==> config.mk <==
export PLATFORM = sky130hd
export DESIGN_NAME = puf_key_extractor
export DESIGN_NICKNAME = d
export VERILOG_FILES = /design/src/rtl/puf_pkg.sv /design/src/rtl/puf_key_extractor_voter.sv /design/src/rtl/puf_key_extractor.sv
export SDC_FILE = /design/constraint.sdc
export NUM_CORES = 2
export LEC_CHECK = 0
export BUFFER_PORTS_ARGS = -buffer_cell sky130_fd_sc_hd__buf_2
export CELL_PAD_IN_SITES_DETAIL_PLACEMENT = 0
export CELL_PAD_IN_SITES_GLOBAL_PLACEMENT = 2
export CORE_ASPECT_RATIO = 0.5
export CORE_MARGIN = 3
export CORE_UTILIZATION = 33
export CTS_CLUSTER_SIZE = 16
export DETAILED_ROUTE_END_ITERATION = 6
export PLACE_DENSITY = 0.74
export SKIP_LAST_GASP = 1
export SLEW_MARGIN = 20
export SYNTH_ARGS = -nofsm -noshare
export SYNTH_HDL_FRONTEND = slang
export SYNTH_SLANG_ARGS = --single-unit
==> constraint.sdc <==
create_clock -name clk -period 35.4 [get_ports clk]
set_input_delay 1.77 -clock clk [delete_from_list [all_inputs] [get_ports clk]]
set_output_delay 1.77 -clock clk [all_outputs]
set_load 0.01 [all_outputs]
==> src/rtl/puf_pkg.sv <==
// Shared types and helpers for the PUF key extractor.
// Default sizes match the 256-bit PUF generator.
package puf_pkg;

  localparam int DEF_WIDTH = 256;
  localparam int DEF_NUM_SAMPLES = 7;
  localparam int DEF_SETTLE_CYCLES = 4;

  typedef enum logic [2:0] {
    IDLE,
    ENABLE,
    SAMPLE,
    GAP,
    COMPUTE,
    VALID
  } state_t;

  function automatic int cnt_width(input int n);
    return $clog2(n + 1);
  endfunction

  // Majority voting needs an odd sample count and a small counter.
  function automatic bit samples_ok(input int n);
    return (n % 2 == 1) && (n >= 3) && (n <= 15);
  endfunction

  function automatic bit settle_ok(input int n);
    return (n >= 1) && (n <= 255);
  endfunction

endpackage

==> src/rtl/puf_key_extractor_voter.sv <==
// Per-bit temporal vote: counts ones across samples, reports the
// majority value and whether the bit ever disagreed.
module puf_bit_voter
  import puf_pkg::*;
#(
  parameter int NUM_SAMPLES = DEF_NUM_SAMPLES,
  parameter int CW = cnt_width(DEF_NUM_SAMPLES)
) (
  input  logic clk,
  input  logic rst,
  input  logic clr,
  input  logic inc_en,
  input  logic bit_in,
  output logic vote,
  output logic unstable
);

  logic [CW-1:0] cnt;

  always_ff @(posedge clk or posedge rst) begin
    if (rst) begin
      cnt <= '0;
    end else if (clr) begin
      cnt <= '0;
    end else if (inc_en && bit_in) begin
      cnt <= cnt + 1'b1;
    end
  end

  assign vote = cnt > CW'(NUM_SAMPLES / 2);
  assign unstable = (cnt != '0) && (cnt != CW'(NUM_SAMPLES));

endmodule

==> src/rtl/puf_key_extractor.sv <==
// Sequences the PUF generator, samples it repeatedly and hands a
// majority-voted key plus stability mask downstream.
module puf_key_extractor
  import puf_pkg::*;
#(
  parameter int WIDTH = DEF_WIDTH,
  parameter int NUM_SAMPLES = DEF_NUM_SAMPLES,
  parameter int SETTLE_CYCLES = DEF_SETTLE_CYCLES
) (
  input  logic             clk,
  input  logic             rst,
  input  logic             start,
  input  logic [1:0]       challenge,
  output logic             busy,
  output logic             puf_enable,
  output logic [1:0]       puf_control,
  input  logic [WIDTH-1:0] puf_response,
  output logic [WIDTH-1:0] key,
  output logic [WIDTH-1:0] unstable_mask,
  output logic [8:0]       unstable_count,
  output logic             key_valid,
  input  logic             key_ready
);

  localparam int CW = cnt_width(NUM_SAMPLES);
  localparam int SW = 8;

  if (!samples_ok(NUM_SAMPLES)) begin : g_bad_samples
    $error("NUM_SAMPLES must be odd and within 3..15");
  end
  if (!settle_ok(SETTLE_CYCLES)) begin : g_bad_settle
    $error("SETTLE_CYCLES must be within 1..255");
  end

  state_t state;
  logic [SW-1:0] settle;
  logic [CW-1:0] samples;
  logic [WIDTH-1:0] votes;
  logic [WIDTH-1:0] unstable;
  logic [8:0] pop;
  logic clr;
  logic inc_en;

  assign busy = state != IDLE;
  assign clr = (state == IDLE) && start;
  assign inc_en = state == SAMPLE;

  for (genvar i = 0; i < WIDTH; i++) begin : g_voter
    puf_bit_voter #(
      .NUM_SAMPLES(NUM_SAMPLES),
      .CW(CW)
    ) u_voter (
      .clk(clk),
      .rst(rst),
      .clr(clr),
      .inc_en(inc_en),
      .bit_in(puf_response[i]),
      .vote(votes[i]),
      .unstable(unstable[i])
    );
  end

  always_comb begin
    pop = '0;
    for (int i = 0; i < WIDTH; i++) begin
      pop = pop + 9'(unstable[i]);
    end
  end

  always_ff @(posedge clk or posedge rst) begin
    if (rst) begin
      state <= IDLE;
      settle <= '0;
      samples <= '0;
      puf_enable <= 1'b0;
      puf_control <= '0;
      key <= '0;
      unstable_mask <= '0;
      unstable_count <= '0;
      key_valid <= 1'b0;
    end else begin
      unique case (state)
        IDLE: begin
          if (start) begin
            state <= ENABLE;
            puf_control <= challenge;
            puf_enable <= 1'b1;
            settle <= '0;
            samples <= '0;
          end
        end
        ENABLE: begin
          if (settle == SW'(SETTLE_CYCLES - 1)) begin
            state <= SAMPLE;
          end else begin
            settle <= settle + 1'b1;
          end
        end
        SAMPLE: begin
          samples <= samples + 1'b1;
          puf_enable <= 1'b0;
          state <= GAP;
        end
        GAP: begin
          if (samples < CW'(NUM_SAMPLES)) begin
            state <= ENABLE;
            puf_enable <= 1'b1;
            settle <= '0;
          end else begin
            state <= COMPUTE;
          end
        end
        COMPUTE: begin
          key <= votes;
          unstable_mask <= unstable;
          unstable_count <= pop;
          key_valid <= 1'b1;
          state <= VALID;
        end
        VALID: begin
          if (key_ready) begin
            key_valid <= 1'b0;
            state <= IDLE;
          end
        end
        default: state <= IDLE;
      endcase
    end
  end

endmodule

# == Word level (Yosys, flattened, before mapping) ==
# Cells that the tools add are included.
# classes
n_reduce_logical,1037
n_lt_le_gt_ge,257
muxes,528
eq_ne,267
n_addsub,513
# op_table
operator,count
$add 9x1->9,247
$mux 3,517
$reduce_bool 3->1,259
$add 3x1->3 const B,257
$gt 3x2->1 const B,256
$ne 3x3->1 const B,256
$reduce_bool 2->1,258
$logic_and 1x1->1,513
$mux 8,3
$pmux 8 s3,1
$pmux 3 s6,1
$ne 2x2->1 const B,5
$add 8x1->9,1
$add 7x1->8,1
$add 8x1->8 const B,1
$eq 8x2->1 const B,1
$add 6x1->7,1
$add 5x1->6,1
$eq 3x2->1 const B,2
$eq 3x3->1 const B,2
$pmux 3 s2,1
$reduce_and 2->1,3
$reduce_and 3->1,2
$add 4x1->5,1
10 further kinds,12
# word_totals
ff_bits,1307
word_cells,2867
output_inout_bits,526
in_bits,262

# == Longest topological paths before layout ==
# logic_depth
ltp_word,257
depth_mapped,29

# == Modules after synthesis ==
# A second synthesis with hierarchy kept.
# unflattened
hier_cells,8247
hier_area_um2,79272.3
# modules_own_cells
module,seq_area_each_um2,area_per_inst_um2,n_inst,cells_per_inst
puf_bit_voter,75.1,203.9,256,21
puf_key_extractor,13487.9,27062.2,1,2871

# == Worst setup path before layout ==
# No wires, ideal clock.
# synth_timing
kind,register -> register
startpoint,register g_voter[125].u_voter.cnt[0]
endpoint,register unstable_count[8]
path_stages_with_launch,28
t_arrival_ns,8.075
required_ns,35.264
synth_period_minus_slack_ns,8.210
slack_ns,27.190
path_cell_list,dfrtp_1 > inv_1 > ha_1 > mux2_2 > fa_1 > inv_1 > fa_1 > inv_1 > fa_1 > inv_1 > fa_1 > inv_1 > fa_1 > fa_1 > inv_1 > fa_1 > inv_1 > fa_1 > fa_1 > inv_1 > fa_1 > fa_1 > ha_1 > fa_1 > a211oi_1 > nor2_1 > o311ai_0 > a21oi_1
# synth_via
elab_chain_len,133
elab_cells_between_ends,134
cone_classes,131 x add/sub; 1 x eq/ne; 2 x reduce/logical
# synth_lines
element,line_no,rtl
from (decl),puf_key_extractor_voter.sv:18,logic [CW-1:0] cnt;
from (signal assigned),puf_key_extractor_voter.sv:26,cnt <= cnt + 1'b1;
$ne 3x3->1 / $reduce_bool 3->1 (equally long branches),puf_key_extractor_voter.sv:31,assign unstable = (cnt != '0) && (cnt != CW'(NUM_SAMPLES));
$logic_and 1x1->1 *,puf_key_extractor_voter.sv:31,
$add 9x1->9 * (131 in a row),puf_key_extractor.sv:66,pop = pop + 9'(unstable[i]);
to (signal assigned),puf_key_extractor.sv:116,unstable_count <= pop;
to (decl),puf_key_extractor.sv:20,"output logic [8:0] unstable_count,"
# Mark *: on every way between the ends. The rest lies on a longest branch, timed or not.
# A chain may end at the register's enable or synchronous reset.

# == Worst setup path after layout ==
# Same ends and word-level chain as after synthesis.

==> impl_metrics.ini <==
[layout]
layout-area-overhead-vs-synth_pct = 15.7
final_layout_size_suffix_gt1_share_pct = 14.9
multi_input_area_um2 = 35100
fillers = 22000
seq_area_um2 = 32700
final_nets = 9298

[worst_setup_path]
r2r_start = g_voter[125].u_voter.cnt[0]
start_kind = register
worstSetupPathType = reg -> reg
r2r_slack_ns = 26.49
crit_path_end_kind = register
crit_fanout = 3
critPathArrivalTime_ns = 9.56
r2r-end = unstable_count[8]
r2r_cells = 27
cp_data_required_time_ns = 36.06

[logic_synthesis]
synth_most_common_cell = nand2_1
synth_top_cell_area_share_pct = 44.9
synth_warnings = 0
synth_ff_type = dfrtp_1
synth_area_leaders = dfrtp_1, ha_1, nand2_1, fa_1, inv_1
yosysTopAreaCell = dfrtp_1
synth_cell_types = 48
syn-instance-count = 7251
yosysSeqAreaShare_pct = 44.9
synth.top_cells.by_count = nand2_1, dfrtp_1, inv_1
synth-seq-cells = 1307
syn_nets = 8564
async_flop_share_pct = 100
syn_area_per_cell_um2 = 10.0
synth_edf_count = 0
synthesis.area_um2 = 72900

[grt]
grt_overflow = 0
grt_usage_pct = 19.9
grt_pass1_wl_mm = 342
antenna_found_initial = 85
grt_max_degree = 187
grt_pass1_vias = 52300

[sta]
slew_headroom_pct = 20.1
hold_viol_final = 0
finalSetupTns_ns = 0
fmax_ghz = 0.112
worstMarginPinSlew_ns = 1.20
slew_violations = 0
rsz0062_at_grt = false
finalWorstSetupSlack_ns = 26.49
setup_violations = 0
finalCritPeriodShare_pct = 25.2
period_needed_ns = 8.91
clock_skew_ns = 0.0520

[clock_tree]
cts_buffer_depth = 4
hold_buffers = 0
htreeDepth = 4
numCtsBuffers = 147
cts.clk_slew.worst_paths_ns = 0.06
cts_sinks = 1307
cts_tree = yes
ctsResizeCount = 0
post_cts_buffers = 0
clk_latency_ns = 0.80
cts_root_buf = clkbuf_16

[detailed_routing]
wirelength_mm = 229
drt_iter0_drc = 2990
viasPerCell = 4.77
firstDrtPassIters = 5
drc = 0
ant_nets = 0
vias = 52700
wl_per_cell_um = 20.7

[floorplan]
die_x_um = 670
rows = 121
initial_core_util_pct = 33.3
core_um2 = 219000
fp.dieH_um = 338
ios = 788
dieArea_um2 = 227000

[hold_path]
holdPathStages = 2
hp-class = reg -> reg
worstHoldEndpoint = unstable_mask[124]
min-delay-start = unstable_mask[124]

[placed_design]
place.gp.congestion = 0.829
port_buffers = 787
place_hpwl_mm = 174
place_ws_ns = 26.49

[outcome]
status = completed

[job]
maxCapViolCount = 0
==> cell type report <==
cell class	count	area share [%]
Timing Repair Buffer	845	5.25
Clock buffer	221	5.07
Sequential cell	1307	38.8
Multi-Input combinational cell	4660	41.7
Inverter	1024	4.56
Antenna cell	21	0.0623
Clock inverter	18	0.214
Tap cell	2952	4.38
==> layer usage <==
layer | GRT usage (%) | share of wire, % | wire length, µm
met5 | 0 | 0.040 | 92
met3 | 2.96 | 3.5 | 7940
met2 | 35.7 | 51 | 116000
met4 | 5.53 | 3.0 | 6970
met1 | 24.9 | 43 | 97800
==> how the worst max path moves through the flow <==
stage,start,end,slack (ns)
after floorplan,rst,g_voter[0].u_voter.cnt[0],15.56
after global placement,g_voter[125].u_voter.cnt[0],unstable_count[8],26.48
after detailed placement,g_voter[125].u_voter.cnt[0],unstable_count[8],26.49
after CTS,g_voter[125].u_voter.cnt[0],unstable_count[8],26.45
after global routing,g_voter[125].u_voter.cnt[0],unstable_count[8],26.06
final,g_voter[125].u_voter.cnt[0],unstable_count[8],26.49
==> critical path: stages, from the launching register on <==
cell      delay (ns)
dfrtp_1         0.39
inv_1           0.08
ha_1            0.19
mux2_2          0.29
fa_1            0.55
inv_1           0.06
fa_1            0.49
inv_1           0.05
fa_1            0.52
inv_1           0.06
fa_1            0.58
inv_1           0.14
fa_1            0.55
fa_1            0.50
inv_1           0.06
fa_1            0.50
inv_1           0.05
fa_1            0.47
fa_1            0.54
inv_1           0.06
fa_1            0.52
fa_1            0.50
ha_1            0.24
fa_1            0.44
a211oi_1        0.35
nor2_1          0.13
o311ai_0        0.32
a21oi_1         0.10
==> through the flow <==
step                      utilization, %  std cells  instance area [µm²]  hold slack [ns]
final                               38.6      11000                84300            0.467
after global routing                38.5      11000                84300            0.487
after CTS                           38.5      11000                84200            0.473
after floorplan                        -       7251                72900            0.443
after global placement              36.5      10800                79800            0.455
after detailed placement            36.5      10800                79800            0.457
==> placed cells by master (no fill, tap or decap), drive strengths merged, types with 3 or more instances in the layout <==
cell,n
mux2,157
clkinvlp,4
bufinv,3
nand2,1387
nor3b,5
nor3,7
a21oi,580
buf,845
clkinv,10
o31ai,259
a32o,199
clkbuf,221
diode,21
o22a,3
xnor2,120
ha,809
nor2,127
dfrtp,1307
a211oi,6
inv,1025
o21ai,501
or3b,3
nand3,65
fa,242
a311oi,58
mux2i,104
==> flip-flops by register name, indices dropped and copies added, names as in the netlist <==
signal and flops:
key_valid 1, settle 8, g_voter.u_voter.cnt 768, unstable_count 9, puf_control 2, puf_enable 1, unstable_mask 256, key 256
state 3, samples 3
==> cells by family after synthesis <==
kind of cell             synth area share [%]
AND/OR/NAND/NOR                          8.55
adder cells (fa/ha/maj)                  20.5
multiplexers                             3.86
flip-flops                               44.9
XOR/XNOR                                 1.47
buffers and inverters                    6.93
AO/OA/AOI/OAI                            13.8
Power is not shown: default switching activity piles up to over one toggle a cycle in this logic, so the estimate is an artifact.
